===== config.mk =====
export PLATFORM = sky130hd
export DESIGN_NAME = usb_dfu_flash_sequencer
export DESIGN_NICKNAME = d
export VERILOG_FILES = /design/src/rtl/usb_dfu_flash_sequencer.sv
export SDC_FILE = /design/constraint.sdc
export NUM_CORES = 1
export LEC_CHECK = 0
export ABC_CLOCK_PERIOD_IN_PS = 5700
export BUFFER_PORTS_ARGS = -buffer_cell sky130_fd_sc_hd__buf_2
export CAP_MARGIN = 20
export CORE_ASPECT_RATIO = 1.4
export CORE_UTILIZATION = 35
export CTS_CLUSTER_SIZE = 25
export DETAILED_ROUTE_END_ITERATION = 12
export PLACE_DENSITY = 0.57
export SYNTH_ARGS = -nofsm -noshare
export SYNTH_HDL_FRONTEND = slang
export SYNTH_SLANG_ARGS = --single-unit

===== constraint.sdc =====
create_clock -name clk -period 5.7 [get_ports clk]
set_input_delay 0.285 -clock clk [delete_from_list [all_inputs] [get_ports clk]]
set_output_delay 0.285 -clock clk [all_outputs]
set_load 0.02 [all_outputs]

===== src/rtl/usb_dfu_flash_sequencer.sv =====
// usb_dfu_flash_sequencer: turns one DFU DNLOAD/UPLOAD block command into a
// series of per-page SPI flash bridge transactions. It drives the page address
// and the rd/wr request lines, counts byte strobes, waits out program busy and
// reports done + status. Byte data flows between the endpoint FIFOs and the
// bridge without passing through here.
// Optional build macro USB_FLASH_SEQ_TIMEOUT_EN adds a watchdog on flash_wr_busy
// that ends the command with ERR_PROG after TIMEOUT_CYCLES busy cycles.
module usb_dfu_flash_sequencer #(
  parameter int unsigned PAGE_SIZE       = 256,
  parameter int unsigned PAGES_PER_BLOCK = 4,
  parameter logic [15:0] BASE_PAGE       = 16'h0200,
  parameter logic [15:0] MAX_PAGES       = 16'h0E00,
  parameter logic [23:0] TIMEOUT_CYCLES  = 24'd12000000,
  localparam int unsigned BLOCK_BYTES    = PAGES_PER_BLOCK * PAGE_SIZE,
  localparam int unsigned LEN_W          = $clog2(BLOCK_BYTES) + 1,
  localparam int unsigned PIDX_W         = $clog2(PAGES_PER_BLOCK) + 1
) (
  input  logic             clk,
  input  logic             reset,
  input  logic             cmd_valid,
  output logic             cmd_ready,
  input  logic             cmd_write,
  input  logic [15:0]      cmd_block,
  input  logic [LEN_W-1:0] cmd_len,
  input  logic             cmd_abort,
  output logic             done,
  output logic [1:0]       status,
  output logic             busy,
  output logic [15:0]      flash_address,
  output logic             flash_rd_request,
  output logic             flash_wr_request,
  input  logic             flash_rd_data_put,
  input  logic             flash_wr_data_get,
  input  logic             flash_wr_busy
);

  localparam int unsigned PG_SH  = $clog2(PAGE_SIZE);
  localparam int unsigned PPB_SH = $clog2(PAGES_PER_BLOCK);

  // Non-power-of-2 geometry would break the shift-based page math.
  if (((PAGE_SIZE & (PAGE_SIZE - 1)) != 0) ||
      ((PAGES_PER_BLOCK & (PAGES_PER_BLOCK - 1)) != 0) ||
      (TIMEOUT_CYCLES == 24'd0)) begin : g_bad_cfg
    $error("usb_dfu_flash_sequencer: invalid geometry or timeout parameter");
  end

  typedef enum logic [2:0] {
    S_IDLE, S_CHECK, S_GAP, S_WR_STREAM, S_WR_WAIT, S_RD_STREAM, S_ABORT_WAIT, S_DONE
  } state_e;

  typedef enum logic [1:0] {ST_OK, ST_ERR_ADDR, ST_ERR_PROG, ST_ABORTED} status_e;

  state_e             state_q;
  status_e            status_q;
  logic               ready_q, busy_q, done_q, rd_q, wr_q, write_q, gap_q, seen_q;
  logic [15:0]        block_q, addr_q;
  logic [LEN_W-1:0]   len_q, rem_q, cnt_q;
  logic [PIDX_W-1:0]  idx_q;
  logic [1:0]         wait_q;
`ifdef USB_FLASH_SEQ_TIMEOUT_EN
  logic [23:0]        tmo_q;
`endif

  logic [31:0]        len32_d, first_d, npages_d, addr_base_d;
  logic [LEN_W-1:0]   page_bytes_d, cnt_d, rem_d;
  logic [PIDX_W-1:0]  idx_d;
  logic [15:0]        addr_d;
  logic               strobe_d, page_end_d, range_err_d;

  // Page geometry and per-page byte accounting derived from latched fields.
  always_comb begin
    len32_d      = 32'(len_q);
    first_d      = 32'(block_q) << PPB_SH;
    npages_d     = (len32_d + 32'(PAGE_SIZE) - 32'd1) >> PG_SH;
    range_err_d  = (len32_d > 32'(BLOCK_BYTES)) || ((first_d + npages_d) > 32'(MAX_PAGES));
    addr_base_d  = 32'(BASE_PAGE) + first_d;
    page_bytes_d = (rem_q > LEN_W'(PAGE_SIZE)) ? LEN_W'(PAGE_SIZE) : rem_q;
    strobe_d     = (state_q == S_WR_STREAM) ? flash_wr_data_get : flash_rd_data_put;
    cnt_d        = cnt_q + LEN_W'(strobe_d);
    page_end_d   = (cnt_d == page_bytes_d);
    rem_d        = rem_q - page_bytes_d;
    idx_d        = idx_q + PIDX_W'(1);
    addr_d       = 16'(addr_base_d + 32'(idx_d));
  end

  // Sequencer FSM; every output is a register written here.
  always_ff @(posedge clk or negedge reset) begin
    if (!reset) begin
      state_q <= S_IDLE;  status_q <= ST_OK;
      ready_q <= 1'b0;    busy_q   <= 1'b0;  done_q <= 1'b0;
      rd_q    <= 1'b0;    wr_q     <= 1'b0;  write_q <= 1'b0;
      gap_q   <= 1'b0;    seen_q   <= 1'b0;  wait_q <= '0;
      block_q <= '0;      addr_q   <= '0;    len_q  <= '0;
      rem_q   <= '0;      cnt_q    <= '0;    idx_q  <= '0;
`ifdef USB_FLASH_SEQ_TIMEOUT_EN
      tmo_q   <= '0;
`endif
    end else begin
      case (state_q)
        S_IDLE: begin
          if (cmd_valid && ready_q) begin
            write_q <= cmd_write;
            block_q <= cmd_block;
            len_q   <= cmd_len;
            ready_q <= 1'b0;
            busy_q  <= 1'b1;
            state_q <= S_CHECK;
          end else begin
            ready_q <= 1'b1;
          end
        end
        S_DONE: begin
          done_q  <= 1'b0;
          busy_q  <= 1'b0;
          ready_q <= 1'b1;
          state_q <= S_IDLE;
        end
        // A program in flight is never cut short; wait for the bridge to go idle.
        S_ABORT_WAIT: begin
          if (!flash_wr_busy) begin
            state_q <= S_DONE; done_q <= 1'b1; status_q <= ST_ABORTED;
          end
        end
        default: begin
          if (cmd_abort) begin
            // Abort wins over a page completing in the same cycle.
            rd_q <= 1'b0;
            wr_q <= 1'b0;
            if (write_q) state_q <= S_ABORT_WAIT;
            else begin
              state_q <= S_DONE; done_q <= 1'b1; status_q <= ST_ABORTED;
            end
          end else begin
            case (state_q)
              S_CHECK: begin
                if (range_err_d) begin
                  state_q <= S_DONE; done_q <= 1'b1; status_q <= ST_ERR_ADDR;
                end else if (len_q == '0) begin
                  state_q <= S_DONE; done_q <= 1'b1; status_q <= ST_OK;
                end else begin
                  idx_q   <= '0;
                  rem_q   <= len_q;
                  cnt_q   <= '0;
                  addr_q  <= 16'(addr_base_d);
                  gap_q   <= 1'b0;
                  state_q <= S_GAP;
                end
              end
              // Two quiet cycles so the bridge sees a clean request rising edge.
              S_GAP: begin
                if (gap_q) begin
                  gap_q <= 1'b0;
                  if (write_q) begin wr_q <= 1'b1; state_q <= S_WR_STREAM; end
                  else         begin rd_q <= 1'b1; state_q <= S_RD_STREAM; end
                end else begin
                  gap_q <= 1'b1;
                end
              end
              S_WR_STREAM: begin
                cnt_q <= cnt_d;
                if (page_end_d) begin
                  wr_q    <= 1'b0;
                  wait_q  <= '0;
                  seen_q  <= 1'b0;
`ifdef USB_FLASH_SEQ_TIMEOUT_EN
                  tmo_q   <= '0;
`endif
                  state_q <= S_WR_WAIT;
                end
              end
              // Busy must rise then fall; four quiet cycles count as a missed pulse.
              S_WR_WAIT: begin
                if (flash_wr_busy) seen_q <= 1'b1;
                if (wait_q != 2'd3) wait_q <= wait_q + 2'd1;
`ifdef USB_FLASH_SEQ_TIMEOUT_EN
                if (flash_wr_busy) tmo_q <= tmo_q + 24'd1;
`endif
                if (!flash_wr_busy && (seen_q || wait_q == 2'd3)) begin
                  rem_q <= rem_d; idx_q <= idx_d; cnt_q <= '0;
                  if (rem_d == '0) begin
                    state_q <= S_DONE; done_q <= 1'b1; status_q <= ST_OK;
                  end else begin
                    addr_q <= addr_d; gap_q <= 1'b0; state_q <= S_GAP;
                  end
                end
`ifdef USB_FLASH_SEQ_TIMEOUT_EN
                else if (flash_wr_busy && tmo_q == TIMEOUT_CYCLES - 24'd1) begin
                  state_q <= S_DONE; done_q <= 1'b1; status_q <= ST_ERR_PROG;
                end
`endif
              end
              S_RD_STREAM: begin
                cnt_q <= cnt_d;
                if (page_end_d) begin
                  rd_q  <= 1'b0;
                  rem_q <= rem_d; idx_q <= idx_d; cnt_q <= '0;
                  if (rem_d == '0) begin
                    state_q <= S_DONE; done_q <= 1'b1; status_q <= ST_OK;
                  end else begin
                    addr_q <= addr_d; gap_q <= 1'b0; state_q <= S_GAP;
                  end
                end
              end
              default: ;
            endcase
          end
        end
      endcase
    end
  end

  assign cmd_ready        = ready_q;
  assign done             = done_q;
  assign status           = status_q;
  assign busy             = busy_q;
  assign flash_address    = addr_q;
  assign flash_rd_request = rd_q;
  assign flash_wr_request = wr_q;

endmodule


==> qor.yml <==
crit_slowest_cell: "or3_1"
end_kind: "flop"
dp_cells: 814
cts_buffers: 9
num_io_pins: 58
p_leak_nw: 2.671
grt-ovfl-total: 0
setup_viol: 0
r2r_cells: 15
synthCells: 595
maxCapViolCount: 0
vdd_ir_drop_max_uv: 196.1
postRouteAntennaNets: 0
grt_use_total_pct: 19.33
cts.sinks: 83
final_util_pct: 40.77
yosysSeqAreaShare_pct: 36.68
dr.pass1.iters: 5
initial_core_util_pct: 36.13
power_density_nw_per_um2: 553.3
design.core.area_um2: 15680
dpl.hpwl_mm: 11.46
final_cells: 832
vias: 4791
diodes: 0
layout_commonest_cell: "dfrtp_1"
path_cells: "buf_4 > nor2_1 > buf_4 > nand2_1 > mux2_2 > ha_1 > ha_1 > nand3_4 > or3_1 > a32o_1 > a221oi_2 > and3_4 > nand2_4 > a31oi_4 > mux2_2"
drive_above_1_share_pct: 25.16
synth.distinct_cells: 93
num_rows: 54
avgSynthCellArea_um2: 9.518
min_period_ns: 4.271
synth_async_sr_flop_share_pct: 100.0
drt_iter0_markers: 260
io_buffers: 57
grt_first_pass_wirelength_mm: 25.08
grt_pass1_vias: 4776
min_to: "write_q$_DFFE_PN0P_"
tightest_slew_ns: 0.8321
crit_fanout: 22
finalCritPeriodShare_pct: 74.94
cts_resized: 0
die-height_um: 152.5
cts_buffer_depth: 2
finClkSkew_ns: 0.005583
slew_violations: 0
setup-tns-final_ns: 0
cts_root_buf: "clkbuf_16"
wire_per_inst_um: 18.49
rrSetupSlack_ns: 1.43
rsz0062_at_grt: "no"
die_area_um2: 16700
relSlewSlack_pct: 44.44
synthFlopType: "dfrtp_1"
viasPerCell: 5.758
cts_setup_buffers: 0
layout_setup_ws_ns: 1.429
outcome: "completed"
die_w_um: 109.5
clock_latency_ns: 0.34
synth_seq_cells: 83
yosys_warnings: 0
cp.arrival_ns: 4.50
cp-start-kind: "flop"
wl_mm: 15.38
drc: 0
hp-start: "cmd_write"
ctsHoldBuffers: 0
layout.nets: 678
syn2layout_area_growth_pct: 12.86
synth_nets: 642
grt_antenna_before_repair: 0
syn_area_um2: 5663
holdPathStages: 3
gp_congestion: 0.8368
power_mw: 3.536
preCtsSetupSlack_ns: 1.420
cts_tree: "done"
cts.htree.levels: 3
path_class: "reg2reg"
final_cell_mix: "dfrtp_1, nand2_1, buf_2, nor2_1, mux2_2"
r2r_start: "state_q[2]$_DFFE_PN0P_"
hold_viol: 0
grt_start_max_net_pins: 84
required_ns: 5.93
fmax_mhz: 234.1
max_stage_delay_ns: 0.42
reg2reg_to: "rem_q[1]$_DFFE_PN0P_"
hold_path.class: "in2reg"
synth-edff-count: 0
path_clk_slew_ns: 0.07
## critical path, delay by kind of cell, from the launching register on
kind,cells,cell delay (ns)
AO/OA/AOI/OAI,3,0.97
adder cells (fa/ha/maj),2,0.53
buffers and inverters,2,0.37
flip-flops,1,0.36
multiplexers,2,0.64
AND/OR/NAND/NOR,6,1.27
## sequential cells by signal (all words and copies together) (netlist names), 2 cells and up
name / cells
wait_q: 2
idx_q: 3
len_q: 11
state_q: 3
rem_q: 11
flash_address: 16
block_q: 16
cnt_q: 11
status: 2
## layout make-up
| type | instances | area, um2 |
|---|---|---|
| timing repair buffer | 66 | 377.9 |
| clock buffer | 9 | 225.2 |
| tap | 196 | 245.2 |
| fill | 1548 | 9284 |
| sequential | 83 | 2077 |
| multi-input combinational | 451 | 3314 |
| inverter | 20 | 75.07 |
| clock inverter | 7 | 76.32 |
## metrics by stage
stage | cell area [um2] | hold WS [ns]
6_report | 6391 | 0.1438
5_1_grt | 6391 | 0.1637
4_1_cts | 6354 | 0.1469
3_5_place_dp | 6052 | 0.4652
3_3_place_gp | 6052 | 0.4573
2_1_floorplan | 5663 | -0.01059
## cell families after synthesis
logic type | Yosys count | share of synthesized area, %
other cells | 1 | 0.06622
flops | 83 | 36.68
mux | 49 | 10.52
buf+inv | 61 | 4.838
simple gates | 212 | 20.90
xor+xnor | 27 | 4.309
fa+ha+maj | 12 | 2.784
compound gates | 150 | 19.91
## worst max-delay path by stage
stage / start / endpoint / slack, ns
2_1_floorplan: state_q[0]$_DFFE_PN0P_ / idx_q[0]$_DFFE_PN0P_ / 1.62
3_3_place_gp: state_q[2]$_DFFE_PN0P_ / rem_q[1]$_DFFE_PN0P_ / 1.45
3_5_place_dp: state_q[2]$_DFFE_PN0P_ / rem_q[1]$_DFFE_PN0P_ / 1.42
4_1_cts: state_q[2]$_DFFE_PN0P_ / rem_q[1]$_DFFE_PN0P_ / 1.40
5_1_grt: state_q[2]$_DFFE_PN0P_ / rem_q[1]$_DFFE_PN0P_ / 1.20
6_report: state_q[2]$_DFFE_PN0P_ / rem_q[1]$_DFFE_PN0P_ / 1.43
## where the power goes
part           internal, mW  total, mW  switching [mW]  leakage [nW]
registers             0.828       1.15           0.323          1.03
clock network         0.343      0.607           0.264         0.142
logic                 0.760       1.78            1.02          1.50
## layer usage
layer	GRT usage [%]	routed length (um)	share of wire, %
met2	35.37	8264	54
met5	0	0	0
met3	2.652	551	3.6
met1	22.49	6216	40
met4	6.603	349	2.3
## cell usage after synthesis (4+ instances only)
cell type	count	area share [%]
a21o_1	4	0.53
xor2_1	9	1.4
mux2i_1	4	0.71
nor3b_1	5	0.66
a21oi_1	26	2.3
nor2_1	35	2.3
mux2_2	32	6.4
nand2_1	59	3.9
o22ai_1	8	0.88
clkbuf_1	26	1.7
a22o_1	7	1.1
and4_1	5	0.77
nor4_1	7	0.77
nor3_1	14	1.2
mux2_4	13	3.4
a31oi_1	7	0.77
dfrtp_1	83	37
o21ai_0	29	2.6
buf_1	4	0.27
nand4_1	11	1.2
ha_1	11	2.4
or3_1	5	0.55
a32o_1	4	0.71
inv_1	20	1.3
or2_2	4	0.44
and3_1	7	0.77
o31ai_1	6	0.80
nand3_1	20	1.8
xnor2_1	17	2.6
a211oi_1	5	0.66
buf_2	6	0.53
a22oi_1	4	0.53
nand2b_1	6	0.66
or4_1	5	0.66
(Power assumes the default switching activity.)
